File: config.mk
export PLATFORM = sky130hd
export DESIGN_NAME = mc_control_fsm
export DESIGN_NICKNAME = d
export VERILOG_FILES = /design/src/rtl/mc_control_fsm.sv
export SDC_FILE = /design/constraint.sdc
export NUM_CORES = 1
export LEC_CHECK = 0
export CAP_MARGIN = 25
export CORE_MARGIN = 2
export CORE_UTILIZATION = 32
export DETAILED_ROUTE_END_ITERATION = 7
export PLACE_DENSITY = 0.85
export SLEW_MARGIN = 10
export SYNTH_ARGS = -nofsm -noshare
export SYNTH_HDL_FRONTEND = slang
export SYNTH_SLANG_ARGS = --single-unit
File: constraint.sdc
create_clock -name Clk -period 1.4 [get_ports Clk]
set_clock_uncertainty 0.1 [all_clocks]
set_input_delay 0.42 -clock Clk [delete_from_list [all_inputs] [get_ports Clk]]
set_output_delay 0.42 -clock Clk [all_outputs]
set_load 0.02 [all_outputs]
File: src/rtl/mc_control_fsm.sv
// mc_control_fsm: Moore-style main controller for the multicycle CPU datapath.
// It steps through fetch, decode, execute, memory and writeback. For each step it
// drives the PC/IR/register-file write enables and the mux/ALU selects. Memory
// steps (FETCH, MEMRD, MEMWR) are held until MemReady is seen high.
//
// Ports:
//   Clk       in   1  clock, rising edge
//   Reset     in   1  synchronous, active-high reset (state -> IDLE)
//   Op        in   6  opcode from IR[31:26], used in DECODE and MEMADR
//   Zero      in   1  ALU zero flag, gates PCWrite in BRANCH
//   MemReady  in   1  memory handshake that completes FETCH/MEMRD/MEMWR
//   PCWrite   out  1  PC write enable
//   IRWrite   out  1  IR write enable
//   RegWrite  out  1  register file write enable
//   MemRead   out  1  memory read strobe
//   MemWrite  out  1  memory write strobe
//   IorD      out  1  0=PC address, 1=ALUOut address
//   RegDst    out  1  0=rt, 1=rd
//   MemtoReg  out  1  0=ALUOut, 1=MDR
//   ALUSrcA   out  1  0=PC, 1=A
//   ALUSrcB   out  2  00=B, 01=4, 10=signext imm, 11=signext imm<<2
//   ALUOp     out  2  00=add, 01=sub, 10=funct
//   PCSource  out  2  00=ALU result, 01=ALUOut, 10=jump target
//   State     out  4  current state code
//   Trap      out  1  illegal-opcode flag
//
// Configuration macro ILLEGAL_TRAP_EN:
//   defined   -> an unknown opcode enters TRAP. TRAP holds until Reset, with Trap=1.
//   undefined -> an unknown opcode is a NOP (DECODE -> FETCH), and Trap is tied to 0.
//
// Outputs are decoded from the registered state, so they change only at clock edges.
// There are two exceptions. In FETCH, IRWrite and PCWrite follow MemReady. In BRANCH,
// PCWrite follows Zero.

module mc_control_fsm (
  input  logic       Clk,
  input  logic       Reset,
  input  logic [5:0] Op,
  input  logic       Zero,
  input  logic       MemReady,
  output logic       PCWrite,
  output logic       IRWrite,
  output logic       RegWrite,
  output logic       MemRead,
  output logic       MemWrite,
  output logic       IorD,
  output logic       RegDst,
  output logic       MemtoReg,
  output logic       ALUSrcA,
  output logic [1:0] ALUSrcB,
  output logic [1:0] ALUOp,
  output logic [1:0] PCSource,
  output logic [3:0] State,
  output logic       Trap
);

  localparam int unsigned OP_W = 6;

  localparam logic [OP_W-1:0] OP_RTYPE = 6'h00;
  localparam logic [OP_W-1:0] OP_LW    = 6'h23;
  localparam logic [OP_W-1:0] OP_SW    = 6'h2B;
  localparam logic [OP_W-1:0] OP_BEQ   = 6'h04;
  localparam logic [OP_W-1:0] OP_ADDI  = 6'h08;
  localparam logic [OP_W-1:0] OP_J     = 6'h02;

  typedef enum logic [3:0] {
    S_IDLE   = 4'd0,
    S_FETCH  = 4'd1,
    S_DECODE = 4'd2,
    S_MEMADR = 4'd3,
    S_MEMRD  = 4'd4,
    S_MEMWB  = 4'd5,
    S_MEMWR  = 4'd6,
    S_EXEC   = 4'd7,
    S_RWB    = 4'd8,
    S_BRANCH = 4'd9,
    S_JUMP   = 4'd10,
    S_ADDIEX = 4'd11,
    S_ADDIWB = 4'd12,
    S_TRAP   = 4'd13
  } state_t;

  state_t r_state;
  state_t w_next_state;

  // State register. Reset overrides everything, including an instruction in progress.
  always_ff @(posedge Clk) begin
    if (Reset) r_state <= S_IDLE;
    else       r_state <= w_next_state;
  end

  // Next-state and output decode
  always_comb begin
    w_next_state = S_FETCH;
    PCWrite      = 1'b0;
    IRWrite      = 1'b0;
    RegWrite     = 1'b0;
    MemRead      = 1'b0;
    MemWrite     = 1'b0;
    IorD         = 1'b0;
    RegDst       = 1'b0;
    MemtoReg     = 1'b0;
    ALUSrcA      = 1'b0;
    ALUSrcB      = 2'b00;
    ALUOp        = 2'b00;
    PCSource     = 2'b00;
    Trap         = 1'b0;

    case (r_state)
      S_IDLE: w_next_state = S_FETCH;

      S_FETCH: begin
        MemRead = 1'b1;
        ALUSrcB = 2'b01;
        // Load IR and advance PC only in the cycle the memory completes.
        IRWrite = MemReady;
        PCWrite = MemReady;
        w_next_state = MemReady ? S_DECODE : S_FETCH;
      end

      S_DECODE: begin
        ALUSrcB = 2'b11;
        case (Op)
          OP_LW, OP_SW: w_next_state = S_MEMADR;
          OP_RTYPE:     w_next_state = S_EXEC;
          OP_BEQ:       w_next_state = S_BRANCH;
          OP_ADDI:      w_next_state = S_ADDIEX;
          OP_J:         w_next_state = S_JUMP;
`ifdef ILLEGAL_TRAP_EN
          default:      w_next_state = S_TRAP;
`else
          default:      w_next_state = S_FETCH;
`endif
        endcase
      end

      S_MEMADR: begin
        ALUSrcA = 1'b1;
        ALUSrcB = 2'b10;
        w_next_state = (Op == OP_LW) ? S_MEMRD : S_MEMWR;
      end

      S_MEMRD: begin
        MemRead = 1'b1;
        IorD    = 1'b1;
        w_next_state = MemReady ? S_MEMWB : S_MEMRD;
      end

      S_MEMWB: begin
        RegWrite = 1'b1;
        MemtoReg = 1'b1;
        w_next_state = S_FETCH;
      end

      S_MEMWR: begin
        MemWrite = 1'b1;
        IorD     = 1'b1;
        w_next_state = MemReady ? S_FETCH : S_MEMWR;
      end

      S_EXEC: begin
        ALUSrcA = 1'b1;
        ALUOp   = 2'b10;
        w_next_state = S_RWB;
      end

      S_RWB: begin
        RegWrite = 1'b1;
        RegDst   = 1'b1;
        w_next_state = S_FETCH;
      end

      S_BRANCH: begin
        ALUSrcA  = 1'b1;
        ALUOp    = 2'b01;
        PCSource = 2'b01;
        PCWrite  = Zero;
        w_next_state = S_FETCH;
      end

      S_JUMP: begin
        PCSource = 2'b10;
        PCWrite  = 1'b1;
        w_next_state = S_FETCH;
      end

      S_ADDIEX: begin
        ALUSrcA = 1'b1;
        ALUSrcB = 2'b10;
        w_next_state = S_ADDIWB;
      end

      S_ADDIWB: begin
        RegWrite = 1'b1;
        w_next_state = S_FETCH;
      end

`ifdef ILLEGAL_TRAP_EN
      // Parked until Reset; every datapath enable stays low.
      S_TRAP: begin
        Trap = 1'b1;
        w_next_state = S_TRAP;
      end
`endif

      // Unused codes recover to FETCH with all outputs low.
      default: w_next_state = S_FETCH;
    endcase
  end

  assign State = r_state;

endmodule
==> results of run 1 <==
## cells in the mapped netlist, drive strengths merged, types with 3 or more instances
cell type	number	area (µm²)
nor2	13	48.80
nor2b	3	18.77
nor3	4	20.02
o21ai	4	20.02
clkbuf	4	15.01
dfxtp	4	80.08
nand2	8	30.03
a21oi	4	20.02
inv	5	18.77
## kinds of logic after synthesis
| kind of cell | synth area share |
|---|---|
| AOI/OAI and AO/OA | 0.3016 |
| xor gates and xnor gates | 0.03609 |
| buffers and inverters | 0.08505 |
| DFF | 0.1650 |
| muxes | 0.02062 |
| other | 0.007725 |
| and+or+nand+nor | 0.3840 |
## metrics by stage
step           instance area (µm²)  std cells  hold slack, ps
2_1_floorplan                704.4         78           379.4
3_3_place_gp                  1171        144           451.5
4_1_cts                       1383        162           623.8
3_5_place_dp                  1171        144           462.2
## repair_timing
item / in CTS
resized for setup: 137
pin swaps: 9
endpoints found under the setup margin: 23
buffers inserted: 14
==> qor.yml, run 1 <==
floorplanning:
  num_rows: 14
  initial_core_util: 0.3299
  die_y_um: 42.95
  die_x_um: 42.95
  top_level_ports: 30
placement:
  globalplace.congestion: 0.8663
  pre_cts_ws_ps: -994.5
  dp_hpwl_um: 1653
  port_buffers: 28
synth:
  synth_edf_count: 0
  postSynthCellCount: 78
  syn_area_um2: 485.5
  synthArstFlopShare: 0
  yosys_most_used_dff: "dfxtp_1"
  ys_types: 32
  postSynthAreaPerCell_um2: 6.224
  seq_area_frac_synth: 0.1649
  yosys_warnings: 0
  syn_nets: 88
  ys_seq_elements: 4
global_route:
  grt_max_degree: 9
clock_tree:
  numCtsBuffers: 3
  cts_max_path_buffers: 2
  cts_max_level: 1
  cts_root_buf: "clkbuf_4"
  cts_sinks: 4
  ctsHoldBuffers: 0
outcome:
  tool.error: "[ERROR DPL-0038] Utilization greater than 100%, impossible to legalize"
  status: "did not finish"
  stop_stage: "global routing"
timing:
  endpoint_type: "sequential cell input"
  worst_endpoint: "State[1]$_SDFF_PP0_/D"
==> run 2: changes to the inputs <==
Settings changed: CORE_AREA from default to 2 2 63 65, CORE_MARGIN 2 to default, CORE_UTILIZATION 32 to default, DIE_AREA from default to 0 0 65 67, PLACE_DENSITY 0.85 to default, PLACE_DENSITY_LB_ADDON from default to 0.15.
Clock period 1.4 ns to 1.8 ns, I/O delays scaled along.
==> run 2 against run 1 <==
Net effect:
- the flow now finishes, with violations (setup timing)
- synthesized area unchanged
- synthesized cell count unchanged
==> qor.yml, run 2 <==
clock_tree:
  cts_tree: "built"
  numCtsBuffers: 3  # unchanged
  cts_max_path_buffers: 2  # unchanged
  cts_sinks: 4  # unchanged
  cts_root_buf: "clkbuf_8"
  clk_pin_slew_worst_paths_ps: 30
  ctsHoldBuffers: 0  # unchanged
  insertion_delay_ps: 210
  cts_max_level: 1  # unchanged
worst_setup_path:
  critPathCaptureType: "output pin"
  crit_path_cell_trace: "buf_6, nand2b_4, buf_4, a21boi_2, buf_6"
  r2r_cells: 5
  critical-path-max-stage-delay_ps: 370
  cpMostUsedCell: "buf_6"
  critPathKind: "reg -> out"
  cp_num_cells: 5
  worst_path_max_delay_cell: "dfxtp_4"
  crit_arrival_ps: 1200
  critPathMaxFanout: 4
  cp.required_ps: 1160
  cp-start-kind: "flip-flop"
  path_delay_family: "buffers and inverters"
  crit_buf_inv: 3
routing:
  post_drt_wl_per_cell_um: 11.93
  num_vias: 803
  drc: 0
  dr.pass1.iters: 4
  wl_um: 2219
  initialDrtViolationCount: 18
  postRouteAntennaNets: 0
  via_per_inst: 4.317
global_route:
  grt_antenna_before_repair: 0
  grt_pass1_wl_um: 3822
  grt_pass1_vias: 806
  grtUsageTotal: 0.1134
  grt_remaining_overflow: 0
  grt_max_degree: 10
timing:
  slew_violations: 0
  rsz0062_at_grt: "true"
  fin_crit_sh: 1.021
  fin_crit_ps: 1839
  fin_ws_ps: -38.51
  timing.hold.ws_ps: 550.7
  fmax_mhz: 543.9
  finalHoldViolCount: 0
  setup-violations-final: 5
pwr:
  seqPwrFrac: 0.200
  power_frac_comb: 0.421
  power_density_mw_per_mm2: 398.9
  switching_power_mw: 0.1388
  switching_share: 0.2909
  cellLeakagePower_nw: 0.5180
  clkPwrFrac: 0.380
  p_int_mw: 0.3383
  p_total_mw: 0.4771
  peakVddDrop_mv: 0.2846
synth:
  syn_area_um2: 485.5  # unchanged
  yosysTopAreaCellShare: 0.1649  # unchanged
  postSynthAreaPerCell_um2: 6.224  # unchanged
  yosys.cell_count.top_type: "nor2_1"
  yosys_most_used_dff: "dfxtp_1"
  ys_seq_elements: 4  # unchanged
  synth_top_area_cell: "dfxtp_1"
  ys_top_cells_by_area: "dfxtp_1 (16%), nor2_1 (10%), nand2_1 (6.2%), a21oi_1 (4.1%), nor3_1 (4.1%)"
  yosys_warnings: 0  # unchanged
  synthArstFlopShare: 0  # unchanged
  syn_nets: 88  # unchanged
  yosys-top-cells-count: "nor2_1 (13), nand2_1 (8), inv_1 (5)"
  postSynthCellCount: 78  # unchanged
  ys_types: 32  # unchanged
  seq_area_frac_synth: 0.1649  # unchanged
  synth_edf_count: 0  # unchanged
layout:
  fin_util: 0.3317
  fin_cells: 186
  final_cell_mix: "buf_4 (33), buf_6 (11), buf_2 (7), nor2_1 (6), dlygate4sd2_1 (6)"
  n_fill_cell: 386
  final_common_cell: "buf_4"
  area_delta_synth_final_pct: 146.4
  largest_reg_flops: 4
  antennaDiodeCount: 0
  drive_gt1_frac: 0.6014
  nets: 150
placement:
  globalplace.congestion: 0.7560  # -13%
  dp_cells: 180  # +25%
  dp_hpwl_um: 1788  # +8.2%
  port_buffers: 28  # unchanged
flow_run:
  cap_viol_max_count: 0
floorplanning:
  num_rows: 22  # +8
  coreArea_mm2: 0.003606
  initial_core_util: 0.1346  # -0.1953
  die_x_um: 65  # +51%
  top_level_ports: 30  # unchanged
  die_y_um: 67  # +56%
  die-area_mm2: 0.004355
outcome:
  violations: "setup timing"
  status: "complete, but fails checks"
worst_hold_path:
  min_path_cells: 3
  worstHoldPathType: "reg -> reg"
-- run 2: cell counts after synthesis --
No cell type changed its count.
-- run 2: logic make-up after synthesis --
kind of cell,Yosys count,share of synthesized area
compound gates,22,0.3016
xor+xnor,2,0.03609
buf+inv,10,0.08505
flops,4,0.1650
mux,1,0.02062
other cells,1,0.007725
simple gates,38,0.3840
-- run 2: area by class of cell --
| type | instances | area (µm²) | share of cell area |
|---|---|---|---|
| multi-input combinational | 64 | 469.2 | 0.3923 |
| inverter | 5 | 18.77 | 0.01569 |
| tap | 48 | 60.06 | 0.05021 |
| sequential | 4 | 95.09 | 0.07950 |
| timing repair buffer | 62 | 511.7 | 0.4278 |
| clock buffer | 3 | 41.29 | 0.03452 |
-- run 2: metal layers --
layer / routed length [µm] / track usage
met3: 120 / 0.02872
met1: 998 / 0.1406
met4: 0 / 0.01596
met5: 0 / 0
met2: 1099 / 0.2010
-- run 2: what timing repair did --
action / in CTS / in global routing
pin swaps: 6 / 5
setup buffers: 2 / 1
cloned: 0 / 0
gates resized for setup: 95 / 27
setup endpoints to repair: 22 / 16
-- run 2: power by group through the flow --
stage / logic, mW / registers, mW / clock network, mW
after global routing: 0.217 / 0.0959 / 0.201
after detailed placement: 0.178 / 0.103 / 0
after global placement: 0.178 / 0.102 / 0
final: 0.201 / 0.0952 / 0.181
after CTS: 0.189 / 0.0968 / 0.189
after floorplan: 0.0741 / 0.101 / 0
-- run 2: stage by stage --
step	setup WS, ps	cell area (µm²)	setup TNS [ps]
floorplan	3.990	531.8	0
global placement	-788.0	1072	-6431
detailed placement	-838.5	1072	-6576
CTS	-38.78	1109	-145.3
global route	-94.14	1196	-542.9
finish	-38.51	1196	-85.83
-- run 2: tightest hold or removal path: stages, from the launching register on --
cell      delay [ps]
dfxtp_4          350
buf_6            130
nand4_1           60
a21boi_1          60
-- run 2: worst paths after layout --
| path | from | end | slack (ps) |
|---|---|---|---|
| hold reg to reg | State[0]$_SDFF_PP0_ | State[1]$_SDFF_PP0_ | 550 |
| hold / removal | State[0]$_SDFF_PP0_ | State[1]$_SDFF_PP0_ | 550 |
| setup reg to reg | State[0]$_SDFF_PP0_ | State[1]$_SDFF_PP0_ | -20 |
| setup / recovery | State[0]$_SDFF_PP0_ | ALUSrcB[0] | -40 |
Note: power is estimated with default switching activity, not from simulation.
==> run 3: changes to the inputs <==
Settings changed: SLEW_MARGIN 10 to default.
==> results of run 3 <==
The final DEF is identical to that of run 2; final timing and power are the same.
==> run 4: changes to the inputs <==
Settings changed: GPL_ROUTABILITY_DRIVEN from default to 0.
==> results of run 4 <==
The final DEF is identical to that of run 2; final timing and power are the same.
